### config.mk
export PLATFORM = sky130hd
export DESIGN_NAME = dmem_arbiter
export DESIGN_NICKNAME = d
export VERILOG_FILES = /design/src/rtl/dmem_arbiter.sv
export SDC_FILE = /design/constraint.sdc
export NUM_CORES = 1
export LEC_CHECK = 0
export BUFFER_PORTS_ARGS = -buffer_cell sky130_fd_sc_hd__buf_2
export CORE_ASPECT_RATIO = 2
export CORE_MARGIN = 1
export CORE_UTILIZATION = 25
export CTS_CLUSTER_DIAMETER = 200
export DETAILED_ROUTE_END_ITERATION = 16
export PLACE_DENSITY = 0.54
export SLEW_MARGIN = 10
export SYNTH_ARGS = -nofsm -noshare
export SYNTH_HDL_FRONTEND = slang
export SYNTH_HIERARCHICAL = 1
export SYNTH_SLANG_ARGS = --single-unit
### constraint.sdc
create_clock -name clk -period 1.8 [get_ports clk]
set_input_delay 0.27 -clock clk [delete_from_list [all_inputs] [get_ports clk]]
set_output_delay 0.27 -clock clk [all_outputs]
set_load 0.03 [all_outputs]
### src/rtl/dmem_arbiter.sv
// dmem_arbiter -- shares the single datamemory load/store port between two masters.
//   Port 0 (CPU memory stage) has fixed priority; port 1 (DMA / debug loader) is
//   guaranteed a slot after STARVE_LIMIT consecutive lost cycles.
// Ports:
//   clk, reset          clock, async active-high reset
//   mN_req/we/addr/wd/funct3   request side of master N (held until mN_gnt)
//   mN_gnt              combinational grant, access happens this cycle
//   mN_rvalid/mN_rdata  registered load return, one cycle after the grant
//   MemRead/MemWrite/a/wd/Funct3  drive to datamemory (all 0 when idle)
//   rd                  load data from datamemory

// Per-port read return: captures rd at the end of a granted load.
module dmem_arbiter_rport #(
  parameter int DATA_W = 32
) (
  input  logic              clk,
  input  logic              reset,
  input  logic              ld,
  input  logic [DATA_W-1:0] rd,
  output logic              rvalid,
  output logic [DATA_W-1:0] rdata
);
  always_ff @(posedge clk or posedge reset) begin
    if (reset) begin
      rvalid <= 1'b0;
      rdata  <= '0;
    end else begin
      rvalid <= ld;
      if (ld) rdata <= rd;
    end
  end
endmodule

module dmem_arbiter #(
  parameter int DM_ADDRESS   = 9,
  parameter int DATA_W       = 32,
  parameter int STARVE_LIMIT = 4
) (
  input  logic                  clk,
  input  logic                  reset,
  input  logic                  m0_req,
  input  logic                  m0_we,
  input  logic [DM_ADDRESS-1:0] m0_addr,
  input  logic [DATA_W-1:0]     m0_wd,
  input  logic [2:0]            m0_funct3,
  output logic                  m0_gnt,
  output logic                  m0_rvalid,
  output logic [DATA_W-1:0]     m0_rdata,
  input  logic                  m1_req,
  input  logic                  m1_we,
  input  logic [DM_ADDRESS-1:0] m1_addr,
  input  logic [DATA_W-1:0]     m1_wd,
  input  logic [2:0]            m1_funct3,
  output logic                  m1_gnt,
  output logic                  m1_rvalid,
  output logic [DATA_W-1:0]     m1_rdata,
  output logic                  MemRead,
  output logic                  MemWrite,
  output logic [DM_ADDRESS-1:0] a,
  output logic [DATA_W-1:0]     wd,
  output logic [2:0]            Funct3,
  input  logic [DATA_W-1:0]     rd
);
  localparam int NP = 2;
  localparam int CW = $clog2(STARVE_LIMIT + 1);

  logic [CW-1:0] wait_cnt;
  logic          starve;

  // Port 1 takes the slot once it has lost STARVE_LIMIT cycles in a row.
  assign starve = (wait_cnt >= CW'(STARVE_LIMIT));
  assign m1_gnt = m1_req & (~m0_req | starve);
  assign m0_gnt = m0_req & ~m1_gnt;

  always_comb begin
    MemRead  = 1'b0;
    MemWrite = 1'b0;
    a        = '0;
    wd       = '0;
    Funct3   = '0;
    if (m1_gnt) begin
      MemRead  = ~m1_we;
      MemWrite = m1_we;
      a        = m1_addr;
      wd       = m1_wd;
      Funct3   = m1_funct3;
    end else if (m0_gnt) begin
      MemRead  = ~m0_we;
      MemWrite = m0_we;
      a        = m0_addr;
      wd       = m0_wd;
      Funct3   = m0_funct3;
    end
  end

  // Counts consecutive cycles port 1 waited; saturates at the limit.
  always_ff @(posedge clk or posedge reset) begin
    if (reset)                 wait_cnt <= '0;
    else if (m1_gnt | ~m1_req) wait_cnt <= '0;
    else if (!starve)          wait_cnt <= wait_cnt + CW'(1);
  end

  logic [NP-1:0]             ld;
  logic [NP-1:0]             rv;
  logic [NP-1:0][DATA_W-1:0] rdq;

  assign ld = {m1_gnt & ~m1_we, m0_gnt & ~m0_we};

  for (genvar i = 0; i < NP; i++) begin : g_rport
    dmem_arbiter_rport #(.DATA_W(DATA_W)) u_rport (
      .clk    (clk),
      .reset  (reset),
      .ld     (ld[i]),
      .rd     (rd),
      .rvalid (rv[i]),
      .rdata  (rdq[i])
    );
  end

  assign m0_rvalid = rv[0];
  assign m1_rvalid = rv[1];
  assign m0_rdata  = rdq[0];
  assign m1_rdata  = rdq[1];
endmodule

* Yosys cells after proc, flatten, opt, wreduce, memory -nomap -nowiden
Index checks and enable logic that the tools add are counted.
Widths: inputs -> output; s select.
** Cells by class
- Add/sub/neg operators :: 1
- Magnitude comparators :: 1
- Equality and inequality tests :: 1
- Muxes and demuxes :: 12
- Bitwise operators :: 11
** Operator list (count)
- $mux 32 :: 2
- $mux 9 :: 2
- $mux 3 :: 4
- $not 1->1 :: 5
- $and 1x1->1 :: 4
- $mux 1 :: 4
- $add 3x1->3 const B :: 1
- $ge 3x3->1 const B :: 1
- $ne 2x1->1 const B :: 1
- $or 1x1->1 :: 2
** Word-level totals
- Bits in registers :: 69
- Input port bits :: 126
- Output and inout port bits :: 114
- Logic and storage cells :: 31

* Longest topological paths before layout
- Word-level depth :: 7
- Depth in mapped cells :: 7
- Mapped depth without buffers :: 3

* By module
Netlist, hierarchy kept.
** Modules (own cells, without submodules)
- dmem_arbiter_rport :: instances 2, cells an instance 70, area an instance 1373.8 µm², sequential area each 825.8 µm²
- dmem_arbiter :: instances 1, cells an instance 81, area an instance 765.7 µm², sequential area each 75.1 µm²

* Least setup slack after synthesis
Ideal clock, no wire load.
- Path type :: in2reg
- Start point :: input port m1_req
- End point :: register g_rport[0].u_rport.rdata[0]
- Library setup time :: 0.125 ns
- Arrival time :: 1.617 ns
- Data required time :: 1.675 ns
- Setup slack :: 0.058 ns
- Cell stages on the path :: 7
- Path buffers :: 4
- Path through :: buf_2 > a21boi_2 > buf_2 > and2_1 > buf_6 > buf_12 > mux2_4
** On the way
- Word-level cells in the longest chain between the ends :: 4
** RTL lines
- start, declared :: RTL line 49 : input logic m1_req,
- $and 1x1->1 :: RTL line 72 : assign m1_gnt = m1_req & (~m0_req | starve);
- $not 1->1 :: RTL line 73 : assign m0_gnt = m0_req & ~m1_gnt;
- $and 1x1->1 :: RTL line 73
- named net m0_gnt :: RTL line 46 : output logic m0_gnt,
- $and 1x1->1 :: RTL line 107 : assign ld = {m1_gnt & ~m1_we, m0_gnt & ~m0_we};
- named net ld[0] :: RTL line 103 : logic [NP-1:0] ld;
- end signal, assigned :: RTL line 29 : if (ld) rdata <= rd;
- end, declared :: RTL line 21 : output logic [DATA_W-1:0] rdata
The timed path passes the listed nets, and every way through them passes these cells.
A chain may end at the register's enable or synchronous reset.

* Worst setup path after layout
- Start point :: register wait_cnt[2]
- End point :: output port wd[19]
** On the way
- Word-level cells in the longest chain between the ends :: 7
** RTL lines
- start, declared :: RTL line 67 : logic [CW-1:0] wait_cnt;
- start signal, assigned :: RTL line 100 : else if (!starve) wait_cnt <= wait_cnt + CW'(1);
- $ge 3x3->1 * :: RTL line 71 : assign starve = (wait_cnt >= CW'(STARVE_LIMIT));
- $or 1x1->1 * :: RTL line 72
- $and 1x1->1 * :: RTL line 72
- $not 1->1 :: RTL line 73
- $and 1x1->1 :: RTL line 73
- $mux 32 :: RTL line 87 : end else if (m0_gnt) begin
- $mux 32 * :: RTL line 81 : if (m1_gnt) begin
- end, declared :: RTL line 60 : output logic [DATA_W-1:0] wd,
Every way passes the cells marked *; elsewhere a longest branch is shown, timed or not.

==> impl_metrics.csv <==
group,metric,value,unit
critical_path,end_kind,"output pin",
detailed_routing,drc,0,
synth,syn_avg_cell_area,15.90,um^2
synth,synthCells,221,
sta,rsz0062_at_grt,"true",
floorplanning,die_area,14560,um^2
floorplanning,ioPinCount,240,
sta,setup_ws,-27.49,ps
placed_design,pre_cts_ws,143.4,ps
layout,final_net_count,591,
min_path,hp-class,"input pin to flop",
sta,fin_crit_sh,1.015,
min_path,hold_path_end,"g_rport[0].u_rport/rdata[15]$_DFFE_PP0P_",
min_path,whs_path_depth,2,
synth,yosysSeqAreaShare,0.4915,
floorplanning,rows,61,
min_path,hp-start,"rd[15]",
detailed_routing,final_antenna_net_count,0,
cts,post_cts_buffers,0,
sta,setup_viol,7,
synth,synth_area,3513,um^2
critical_path,worst-path-max-fanout,13,
run_status,status,"finished with violations",
cts,clockBufferDepth,2,
power,power,5983,uW
job,cap_violations,0,
sta,period_needed,1827,ps
critical_path,r2r-start,"wait_cnt[2]$_DFFE_PP0P_",
critical_path,cpLargestDelayFamily,"flip-flops",
global_routing,antenna_found_initial,3,
power,vdd_drop_max,0.4505,mV
placed_design,dp.cells,640,
cts,cts_made_buffers,9,
run_status,violations,"setup timing",
sta,fin_skew,8.280,ps
cts,cts_tree,"built",
cts,clk_pin_slew,60,ps
layout,drive_gt1_frac,0.7794,
cts,htree_levels,3,
layout,fin_cells,657,
power,total_leakage_power,0.002897,uW
detailed_routing,drtIter0Drc,105,
critical_path,critPathMaxStageDelay,420,ps
detailed_routing,wirelength,14500,um
synth,yosys_warnings,6,
detailed_routing,via_per_inst,4.679,
placed_design,gp_congestion,0.8807,
global_routing,grt-ovfl-total,0,
detailed_routing,vias,3074,
global_routing,grt_usage,0.2002,
floorplanning,core-area,13810,um^2
floorplanning,die_h,169.7,um
critical_path,crit_slowest_cell,"dfrtp_1",
layout,syn_to_final_growth,57.98,%
sta,final_hold_viol_count,0,
critical_path,path_class,"flop to output pin",
critical_path,reg2reg_depth,4,
floorplanning,die_x,85.83,um
placed_design,dp_hpwl,11500,um
cts,clock_latency,330,ps
cts,cts.sinks,69,
detailed_routing,wl_per_cell,22.07,um
sta,fmax,547.2,MHz
synth,synth_nets,349,
critical_path,worst_ep_required_time,1530,ps
global_routing,grt_pass1_vias,3278,
sta,final_max_slew_viol_count,0,
synth,ys_ff_latch,69,
critical_path,worstPathCellList,"nand2b_4 -> buf_8 -> a32o_2 -> buf_6",
floorplanning,start_util,0.2543,
power,power_density,1078,nW/um^2
global_routing,grt_max_degree,34,
sta,maxSlewHeadroom,0.6674,
cts,root_buffer,"clkbuf_16",
sta,setup-tns-final,-80.75,ps
critical_path,worst_setup_path_start_kind,"flop",
global_routing,grt_pass1_wl,20560,um
synth,ys_types,17,
sta,tightest_slew,498.9,ps
critical_path,r2r_end,"g_rport[0].u_rport/rdata[11]$_DFFE_PP0P_",
critical_path,path_buf_inv,2,
critical_path,worst_ep_arrival_time,1560,ps
placed_design,port_buffers,239,
critical_path,r2r_slack,260,ps
detailed_routing,dr.pass1.iters,4,
sequential cells by signal, indices dropped and copies added, names as in the netlist:
register / cells
g_rport.u_rport/rvalid: 2
g_rport.u_rport/rdata: 64
wait_cnt: 3
synth_stat cells:
master | number | area share
nor2_1 | 1 | 0.0011
buf_12 | 6 | 0.034
inv_1 | 6 | 0.0064
buf_6 | 10 | 0.032
dfrtp_1 | 69 | 0.49
nand2b_1 | 2 | 0.0036
a32o_1 | 45 | 0.13
a21boi_2 | 1 | 0.0032
clkbuf_1 | 3 | 0.0032
buf_2 | 5 | 0.0071
nor2b_1 | 1 | 0.0018
and2_1 | 2 | 0.0036
mux2_2 | 4 | 0.013
o2bb2ai_1 | 1 | 0.0025
ha_1 | 2 | 0.0071
mux2_4 | 60 | 0.26
and3_1 | 3 | 0.0053
per-stage QoR:
step	hold slack, ps	instance area [um^2]	util
floorplan	23.64	3513	-
global placement	205.5	4856	0.3515
detailed placement	199.7	4856	0.3515
CTS	166.6	5527	0.4001
global route	166.7	5548	0.4016
finish	181.9	5550	0.4018
what timing repair did:
action,in CTS,in global routing
pin swaps,5,3
setup endpoints to repair,46,46
hold buffers,1,0
gates resized for setup,114,10
endpoints found under the hold margin,3,0
how the worst max path moves through the flow:
stage	from	endpoint	slack [ps]	cells past startpoint
floorplan	m1_req	g_rport[0].u_rport/rdata[0]$_DFFE_PP0P_	60	7
CTS	wait_cnt[2]$_DFFE_PP0P_	wd[18]	-50	4
finish	wait_cnt[2]$_DFFE_PP0P_	wd[19]	-30	4
global placement	wait_cnt[2]$_DFFE_PP0P_	wd[18]	150	4
detailed placement	wait_cnt[2]$_DFFE_PP0P_	wd[18]	140	4
global route	wait_cnt[2]$_DFFE_PP0P_	wd[19]	-90	4
layout by cell type, fill, tap and decap left out:
cell	count
a21boi_4	1
a32o_1	18
a32o_2	27
and2_1	1
and2_2	1
and3_1	3
buf_12	4
buf_2	193
buf_4	8
buf_6	46
buf_8	2
bufinv_16	3
clkbuf_16	9
clkbuf_4	1
clkinv_2	1
clkinv_4	2
dfrtp_1	69
diode_2	1
dlygate4sd3_1	1
ha_1	2
inv_1	6
mux2_2	4
mux2_4	60
nand2b_1	1
nand2b_4	1
nor2_4	1
nor2b_1	1
o2bb2ai_1	1
where the power goes:
group	internal [uW]	switching, uW	leakage, uW	total, uW
sequential	1800	141	0.000821	1940
combinational	841	1160	0.00191	2000
clock	1350	694	0.000165	2040
per-layer routing:
metal  global-route usage  vias to the layer above  routed length [um]
met4              0.08043                        4                 366
met3              0.06323                       20                1258
li1                     -                     1335                   -
met5                    0                        -                  31
met2               0.3287                      211                7007
met1               0.2409                     1504                5839
layout make-up:
type	count	area, um^2
multi-input combinational	122	1553
inverter	6	22.52
clock buffer	9	225.2
antenna	1	2.502
tap	189	236.5
fill	1329	8264
timing repair buffer	255	1672
clock inverter	6	112.6
sequential	69	1727
kinds of logic after synthesis:
logic type | count (synthesis) | share of synthesized area
DFF | 69 | 0.4915
muxes | 64 | 0.2692
AOI/OAI and AO/OA | 47 | 0.1339
buffers and inverters | 30 | 0.08298
and+or+nand+nor | 9 | 0.01531
adders and majority gates | 2 | 0.007121
(Power assumes the default switching activity.)
